==> config.mk <==
export PLATFORM = sky130hd
export DESIGN_NAME = iris_argmax_classifier
export DESIGN_NICKNAME = d
export VERILOG_FILES = /design/src/rtl/iris_argmax_classifier.sv
export SDC_FILE = /design/constraint.sdc
export NUM_CORES = 1
export LEC_CHECK = 0
export BUFFER_PORTS_ARGS = -buffer_cell sky130_fd_sc_hd__buf_4
export CORE_AREA = 2 2 84 86
export CTS_CLUSTER_DIAMETER = 200
export DETAILED_ROUTE_END_ITERATION = 10
export DIE_AREA = 0 0 86 88
export PLACE_DENSITY_LB_ADDON = 0.05
export SYNTH_ARGS = -nofsm -noshare
export SYNTH_HDL_FRONTEND = slang
export SYNTH_SLANG_ARGS = --single-unit
export TNS_END_PERCENT = 10
==> constraint.sdc <==
create_clock -name clk -period 5.63 [get_ports clk]
set_input_delay 1.126 -clock clk [delete_from_list [all_inputs] [get_ports clk]]
set_output_delay 1.126 -clock clk [all_outputs]
set_load 0.05 [all_outputs]
==> src/rtl/iris_argmax_classifier.sv <==
// Argmax stage for the Iris output layer: scans the NUM_CLASSES signed neuron
// outputs one compare per cycle and reports the index and value of the largest.
module iris_argmax_classifier #(
  parameter int DATA_WIDTH  = 8,
  parameter int NUM_CLASSES = 3,
  parameter int CLASS_BITS  = 2
) (
  input  logic                              clk,
  input  logic                              rst,
  input  logic                              En,
  input  logic                              Start,
  input  logic [NUM_CLASSES*DATA_WIDTH-1:0] Y_bus,
  output logic [CLASS_BITS-1:0]             Class,
  output logic [DATA_WIDTH-1:0]             Max_Val,
  output logic                              Busy,
  output logic                              Done
);

  typedef enum logic [1:0] {
    IDLE    = 2'd0,
    LOAD    = 2'd1,
    COMPARE = 2'd2,
    RESULT  = 2'd3
  } state_t;

  localparam logic [CLASS_BITS-1:0] LAST_IDX = CLASS_BITS'(NUM_CLASSES - 1);
  localparam logic [CLASS_BITS-1:0] ONE_IDX  = CLASS_BITS'(1);

  state_t                        state_r;
  state_t                        next_state_s;
  logic signed [DATA_WIDTH-1:0]  yr_r [NUM_CLASSES];
  logic signed [DATA_WIDTH-1:0]  best_val_r;
  logic        [CLASS_BITS-1:0]  best_idx_r;
  logic        [CLASS_BITS-1:0]  idx_r;
  logic signed [DATA_WIDTH-1:0]  cur_s;

  // State register, frozen whenever En is low
  always_ff @(posedge clk) begin
    if (rst) begin
      state_r <= IDLE;
    end else if (En) begin
      state_r <= next_state_s;
    end
  end

  // Next-state logic
  always_comb begin
    next_state_s = state_r;
    case (state_r)
      IDLE: begin
        if (Start) begin
          next_state_s = LOAD;
        end else begin
          next_state_s = IDLE;
        end
      end
      LOAD:    next_state_s = COMPARE;
      COMPARE: begin
        if (idx_r == LAST_IDX) begin
          next_state_s = RESULT;
        end else begin
          next_state_s = COMPARE;
        end
      end
      RESULT:  next_state_s = IDLE;
      default: next_state_s = IDLE;
    endcase
  end

  // Output decode from state
  always_comb begin
    Busy = (state_r != IDLE);
  end

  // Select the captured value addressed by idx; out-of-range indices fall back to slot 0
  always_comb begin
    cur_s = yr_r[0];
    for (int k = 1; k < NUM_CLASSES; k++) begin
      cur_s = (idx_r == CLASS_BITS'(k)) ? yr_r[k] : cur_s;
    end
  end

  // Datapath: capture, running max/argmax, result publication
  always_ff @(posedge clk) begin
    if (rst) begin
      for (int k = 0; k < NUM_CLASSES; k++) begin
        yr_r[k] <= '0;
      end
      best_val_r <= '0;
      best_idx_r <= '0;
      idx_r      <= '0;
      Class      <= '0;
      Max_Val    <= '0;
      Done       <= 1'b0;
    end else if (En) begin
      case (state_r)
        IDLE: begin
          Done <= 1'b0;
        end
        LOAD: begin
          for (int k = 0; k < NUM_CLASSES; k++) begin
            yr_r[k] <= Y_bus[k*DATA_WIDTH +: DATA_WIDTH];
          end
          best_val_r <= Y_bus[DATA_WIDTH-1:0];
          best_idx_r <= '0;
          idx_r      <= ONE_IDX;
          Done       <= 1'b0;
        end
        COMPARE: begin
          // Strict greater-than keeps the lowest index among equal maxima
          if (cur_s > best_val_r) begin
            best_val_r <= cur_s;
            best_idx_r <= idx_r;
          end
          idx_r <= idx_r + ONE_IDX;
          Done  <= 1'b0;
        end
        RESULT: begin
          Class   <= best_idx_r;
          Max_Val <= best_val_r;
          Done    <= 1'b1;
        end
        default: begin
          Done <= 1'b0;
        end
      endcase
    end
  end

endmodule
======== Word level (Yosys, flattened, before mapping) ========
Memories as Yosys holds them, arrays and structs flattened.
Index checks and enable logic that the tools add are counted.
word-level totals
  flip-flop bits (word level) ............. 25
  RAM bits ................................ 24
  input bits .............................. 28
  logic and storage cells ................. 46
  memories kept ........................... 1
memories
  name  depth  width  rd ports  clocked after Yosys merged registers in  wr ports  line  source
  yr_r  3      8      3         0                                        3         31    logic signed [DATA_WIDTH-1:0] yr_r [NUM_CLASSES];
operators by class
  add/sub/neg operators ................... 1
  magnitude comparators ................... 1
  equal/unequal tests ..................... 6
  muxes and demuxes ....................... 20
  bitwise gates (word level) .............. 3
  reductions and logical operators ........ 7
operators with widths
  operator               count
  $mux W8                6
  $pmux W8 S2            1
  $gt A8 B8 Y1           1
  $mux W1                8
  $pmux W2 S2            2
  $pmux W2 S4            1
  $eq A2 B2 Y1 const B   3
  $eq A2 B1 Y1 const B   2
  $reduce_and A2 Y1      2
  $reduce_bool A2 Y1     2
  $or A1 B1 Y1           3
  $reduce_and A3 Y1      1
  $reduce_or A3 Y1       1
  $add A2 B1 Y2 const B  1
  $logic_not A2 Y1       1
  $mux W2                1
  $ne A2 B2 Y1 const B   1
  $pmux W1 S2            1

======== Depth between registers and ports, before layout ========
Gate-level depths: netlist (run 1).
  depth after elaboration ................. 6
  depth in mapped cells ................... 12

======== Least setup slack after synthesis (run 1) ========
Ideal clock, no wire load.
  kind .................................... register -> register
  start point ............................. register idx_r[1]
  end point ............................... register best_val_r[7]
  setup time .............................. 122 ps
  data arrival time ....................... 2632 ps
  required time ........................... 5508 ps
  path slack .............................. 2877 ps
  cell stages (with the launch flop) ...... 13
  path buffers ............................ 2
  clock period less this slack ............ 2753 ps
  path through ............................ dfxtp_1 > inv_1 > ha_1 > buf_6 > mux2_4 > mux2_4 > ha_1 > nand4_1 > nor3_1 > nor2_1 > and4b_1 > buf_2 > a221o_1
between the ends
  cells in the longest elaborated chain, start to end .. 6
  elaborated cells between the ends (all ways) .. 9
RTL lines
  element                      line  source
  start: declaration           34    logic [CLASS_BITS-1:0] idx_r;
  start signal: assignment     115   idx_r <= idx_r + ONE_IDX;
  $eq A2 B1 Y1                 79    cur_s = (idx_r == CLASS_BITS'(k)) ? yr_r[k] : cur_s;
  $mux W8                      79
  $mux W8 *                    79
  $gt A8 B8 Y1                 111   if (cur_s > best_val_r) begin
  $ne A2 B2 Y1 (no line)       --
  $reduce_and A3 Y1 (no line)  --
  end signal: assignment       104   best_val_r <= Y_bus[DATA_WIDTH-1:0];
  end signal: assignment       112   best_val_r <= cur_s;
  end: declaration             32    logic signed [DATA_WIDTH-1:0] best_val_r;
Every way passes the cells marked *; elsewhere a longest branch is shown, timed or not. The select of a mux whose other input is x is not followed.
A chain may end at the register's enable or synchronous reset.

======== Worst setup path after layout (run 1) ========
  start point ............................. register idx_r[0]
  end point ............................... register best_val_r[4]
The elaborated chain is that of the path after synthesis.

==> impl_metrics.toml, run 1 <==
[status]
status = "finished clean"

[critical_path]
critPathKind = "reg2reg"
crit_arrival_ps = 3460
cp-end-kind = "flop"
cp-start-kind = "flop"
cp_max_fo = 8
required_ps = 5870
crit_path_start = "idx_r[0]"
r2r_start = "idx_r[0]"

[clock_tree]
insertion_delay_ps = 290
postCtsHoldBufs = 0
cts_root_buf = "clkbuf_8"
htreeDepth = 2
post_cts_buffers = 0
tritoncts = "done"
cts_max_path_buffers = 2
cts_buffers = 5
cts_resized = 0
clk_pin_slew_worst_paths_ps = 90
cts_sinks = 49

[run]
max-cap-violations = 0

[floorplan]
core_mm2 = 0.00664
die_height_um = 88
initial_core_util_pct = 38.5
rows = 30
die-area_mm2 = 0.00757
die_x_um = 86
ioPinCount = 40

[final_layout]
areaGrowthSynthToFinish_pct = 16.0
diodes = 0
final.fill_count = 647
nets = 321
fin_cells = 359
layout-drive-gt1-share_pct = 24.4

[placed_design]
hpwlAfterDp_um = 3800
post-place-cells = 351
place_congestion = 0.828
port-buffer-count = 39

[timing]
max_freq_ghz = 0.310
finClkSkew_ps = 5.75
slew_viol_final = 0
fin_crit_ps = 3220
fin_setup_tns_ps = 0
holdWs_ps = 458
worstMarginPinSlew_ps = 1120
hold_viol = 0
slew_headroom_pct = 25.6
rsz0062_at_grt = "false"
setup_viol = 0
fin_crit_sh_pct = 57.3

[route]
remaining_drc_errors = 0
viasPerCell = 4.94
antenna_left = 0
wl_per_cell_um = 15.0
finalWirelength_um = 5370
dr_total_vias = 1774
first_iter_violations = 150
drtPass1Iterations = 4

[synthesis]
syn-num-nets = 288
synth_warnings = 0
ys_seq_elements = 49
synthSimpleGateAreaFrac_pct = 17.4
syn-mean-instance-area_um2 = 10.5
synth_top_family_by_area = "simple AND/OR/NAND/NOR gates"
synth-xor-area-share_pct = 0
netlist_area_mm2 = 0.00256
synthCells = 245
synthMuxAreaShare_pct = 11.8
synth-compound-area-share_pct = 10.9
synth_fa_ha_area_share_pct = 7.33
synth_seq_area_share_pct = 47.7
synth_cell_type_count = 34

[global_route]
antenna_found_initial = 0
grt_max_degree = 30
grt_pass1_wl_um = 8940
grt_overflow = 0
grt_pass1_vias = 1794
track_usage_pct = 15.3

[worst_hold_path]
min_from = "Max_Val[1]"
hold_class = "reg2reg"

[power]
p_per_area_mw_per_mm2 = 246
ir_drop_uv = 121
p_leak_uw = 0.00118
==> critical path, cell delays in order, from the launching register on <==
cell and delay [ps]:
dfxtp_1 390, ha_1 550, mux2_4 350, mux2_2 270, ha_1 280, a21oi_1 170, a2bb2oi_1 190, nand4_1 150
o21ai_1 550, a221o_1 260
==> logic make-up after synthesis <==
logic type,after synthesis
adder cells (fa/ha/maj),15
AO/OA/AOI/OAI,42
multiplexers,24
AND/OR/NAND/NOR,86
buffers and inverters,29
flip-flops,49
==> cell usage after synthesis <==
library cell	count	area, µm²
mux2_2	13	146
inv_1	15	56.3
buf_1	1	3.75
mux2_4	9	135
nand2b_1	12	75.1
nor2_1	6	22.5
dfxtp_1	25	500
a22o_1	2	17.5
and4b_1	1	10.0
o221ai_1	1	8.76
and2_1	24	150
nand2_1	28	105
nand4_1	2	12.5
nor2b_1	1	6.26
a2bb2oi_1	1	8.76
o21ai_1	1	5.00
ha_1	15	188
nor3_1	2	10.0
buf_6	2	22.5
clkbuf_1	9	33.8
a21oi_1	22	110
mux2i_1	2	20.0
o21ai_0	2	10.0
o21bai_1	1	7.51
buf_2	2	10.0
a211o_1	1	8.76
edfxtp_1	24	721
or2_2	1	6.26
a221o_1	8	80.1
nor3b_1	1	7.51
nand3_1	8	40.0
a21o_1	1	7.51
a211oi_1	1	7.51
o211ai_1	1	7.51
==> where the power goes <==
part	switching [µW]	total, µW	internal [µW]
Clock	114	201	86.9
Sequential	12.9	406	393
Combinational	63.2	123	60.2
==> routing by layer <==
metal / track usage, % / routed length [µm] / up-vias
li1: - / - / 917
met1: 19.9 / 2540 / 820
met2: 26.1 / 2600 / 33
met3: 3.20 / 179 / 4
met4: 4.04 / 43 / 0
met5: 0 / 0 / -
==> flip-flops by register name (all words and copies together) (netlist names) <==
register and count:
best_val_r 8, Class 2, Max_Val 8, best_idx_r 2, idx_r 2, yr_r 24
Done 1, state_r 2
==> final cells by class <==
cell class,count,area (µm²),area share (%)
Sequential cell,49,1220,41.1
Tap cell,80,100,3.37
Clock inverter,1,3.75,0.126
Timing Repair Buffer,40,300,10.1
Inverter,15,56.3,1.89
Multi-Input combinational cell,167,1210,40.8
Clock buffer,7,76.3,2.57
==> layout by cell type, fill, tap and decap left out, drive strengths merged, types with 2 or more instances in the layout <==
cell type	instances
edfxtp	24
dfxtp	25
nor2	6
mux2	22
nand2	28
mux2i	2
buf	40
nand3	8
ha	15
a221o	8
a22o	2
o21ai	3
clkbuf	7
a21oi	22
and2	24
nor3	2
inv	15
nand2b	12
nand4	2
==> through the flow <==
stage	cell area (µm²)	setup slack (ps)	util [%]	power, µW
4_1_cts	2970	2390	44.7	740
3_5_place_dp	2890	2420	43.5	539
5_1_grt	2970	2150	44.7	771
2_1_floorplan	2560	2880	-	497
3_3_place_gp	2890	2480	43.5	538
6_report	2970	2410	44.7	730
==> path summary, 6_finish.rpt <==
kind | to | slack [ps] | depth (start not counted)
setup / recovery | best_val_r[4] | 2410 | 9
hold / removal | Max_Val[1] | 460 | 2
setup reg to reg | best_val_r[4] | 2410 | 9
hold reg to reg | Max_Val[1] | 460 | 2
No activity file was read; power rests on OpenSTA's default activity.
==> inputs of run 2 (changes only) <==
==> constraint.sdc (replaced) <==
create_clock -name clk -period 3.4 [get_ports clk]
set_input_delay 0.68 -clock clk [delete_from_list [all_inputs] [get_ports clk]]
set_output_delay 0.68 -clock clk [all_outputs]
set_load 0.05 [all_outputs]
==> run 2 against run 1 <==
First-iteration DRC count shrank 44%. Clock power grew 88%. Sequential share of layout area shrank 0.81 points. Critical path type unchanged. Critical endpoint is now best_val_r[7]. Core utilization grew 0.90 points.
==> impl_metrics.toml, run 2 (same netlist as run 1, synthesis figures left out) <==
[status]
status = "finished clean"

[timing]
slew_viol_final = 0
worstMarginPinSlew_ps = 497
hold_viol = 0
setup_viol = 0
holdWs_ps = 458
fin_setup_tns_ps = 0
fin_crit_sh_pct = 90.2
slew_headroom_pct = 66.9
rsz0062_at_grt = "false"
max_freq_ghz = 0.326
finClkSkew_ps = 5.52
finalWorstSetupSlack_ps = 334
fin_crit_ps = 3070

[clock_tree]
htreeDepth = 2
cts_resized = 0
tritoncts = "done"
cts_root_buf = "clkbuf_8"
cts_buffers = 5
post_cts_buffers = 0
cts_sinks = 49
postCtsHoldBufs = 0
clk_pin_slew_worst_paths_ps = 90
insertion_delay_ps = 300
cts_max_path_buffers = 2

[global_route]
grt_pass1_wl_um = 8560
grt_max_degree = 30
antenna_found_initial = 0
grt_overflow = 0
track_usage_pct = 14.8
grt_pass1_vias = 1771

[critical_path]
reg2reg_to = "best_val_r[7]"
cp-start-kind = "flop"
crit_arrival_ps = 3260
critPathKind = "reg2reg"
required_ps = 3590
reg2reg_depth = 11
r2r_start = "idx_r[1]"
cp-end-kind = "flop"
cp_max_fo = 10
rrSetupSlack_ps = 330

[worst_hold_path]
hold_class = "reg2reg"
whs_path_depth = 2
min_to = "Max_Val[0]"
min_from = "Max_Val[0]"

[route]
viasPerCell = 4.99
remaining_drc_errors = 0
first_iter_violations = 84
wl_per_cell_um = 14.6
met2_length_um = 2630
drtPass1Iterations = 4
dr_total_vias = 1817
antenna_left = 0
dr_wl_met3_um = 149
finalWirelength_um = 5310
wl_met1_um = 2500
highest_layer = "met4"

[floorplan]
ioPinCount = 40
die_x_um = 86
rows = 30
die_height_um = 88
core_mm2 = 0.00664
initial_core_util_pct = 38.5
die-area_mm2 = 0.00757

[placed_design]
port-buffer-count = 39
hpwlAfterDp_um = 3720
place_congestion = 0.831
post-place-cells = 356
pre_cts_slack_ps = 360

[final_layout]
nets = 326
layout_commonest_cell = "buf_4"
layout-drive-gt1-share_pct = 26.4
layout_common_cells = "45 x buf_4, 28 x nand2_1, 25 x dfxtp_1"
fin_cells = 364
reg_top3 = "yr_r (24), Max_Val (8), best_val_r (8)"
diodes = 0
areaGrowthSynthToFinish_pct = 18.4
regMostFlops = "yr_r"
largest_reg_flops = 24

[power]
power_uw = 1260
p_per_area_mw_per_mm2 = 416
ir_drop_uv = 129
p_leak_uw = 0.00121

[run]
max-cap-violations = 0
run 2: cell count changes in the layout (fill, tap and decap cells not counted):
cell and delta:
clkinv_2 +1, clkbuf_16 +1, clkbuf_1 -1, buf_4 +5
clkinv_1 -1
run 2: cell type report:
| class | instances | area, µm² |
|---|---|---|
| Tap cell | 80 | 100 |
| Fill cell | 670 | 3610 |
| Multi-Input combinational cell | 167 | 1210 |
| Timing Repair Buffer | 45 | 338 |
| Sequential cell | 49 | 1220 |
| Inverter | 15 | 56.3 |
| Clock inverter | 1 | 5.00 |
| Clock buffer | 7 | 97.6 |
run 2: worst max path at each step:
stage | startpoint | endpoint | slack [ps] | cells after the start
floorplan | idx_r[1] | best_val_r[7] | 650 | 12
global placement | idx_r[0] | best_val_r[6] | 420 | 9
detailed placement | idx_r[1] | best_val_r[7] | 360 | 11
CTS | idx_r[1] | best_val_r[7] | 360 | 11
global route | idx_r[1] | best_val_r[1] | 110 | 11
finish | idx_r[1] | best_val_r[7] | 330 | 11
run 2: per-layer routing:
metal  vias up  global-route usage, %
met3         2                   3.02
met4         0                   4.62
met1       857                   18.8
li1        930                      -
met2        28                   25.2
met5         -                      0
run 2: critical path: stages (launching register included):
cell and delay, ps:
dfxtp_1 390, inv_1 60, ha_1 170, buf_4 190
mux2_4 300, mux2_2 270, ha_1 290, a21oi_1 190
a2bb2oi_1 180, nand4_1 160, and4b_1 360, a221o_1 400
run 2: through the flow:
stage	instance area, µm²	util (%)
after floorplan	2560	-
after global placement	2930	44.1
after detailed placement	2930	44.1
after CTS	3030	45.6
after global routing	3030	45.6
final	3030	45.6
run 2: where the power goes:
part	leakage [µW]	internal (µW)	total, µW	switching, µW
Combinational	0.000707	105	211	106
Clock	0.0000534	189	378	189
Sequential	0.000454	650	671	20.8
Total	0.00121	944	1260	316
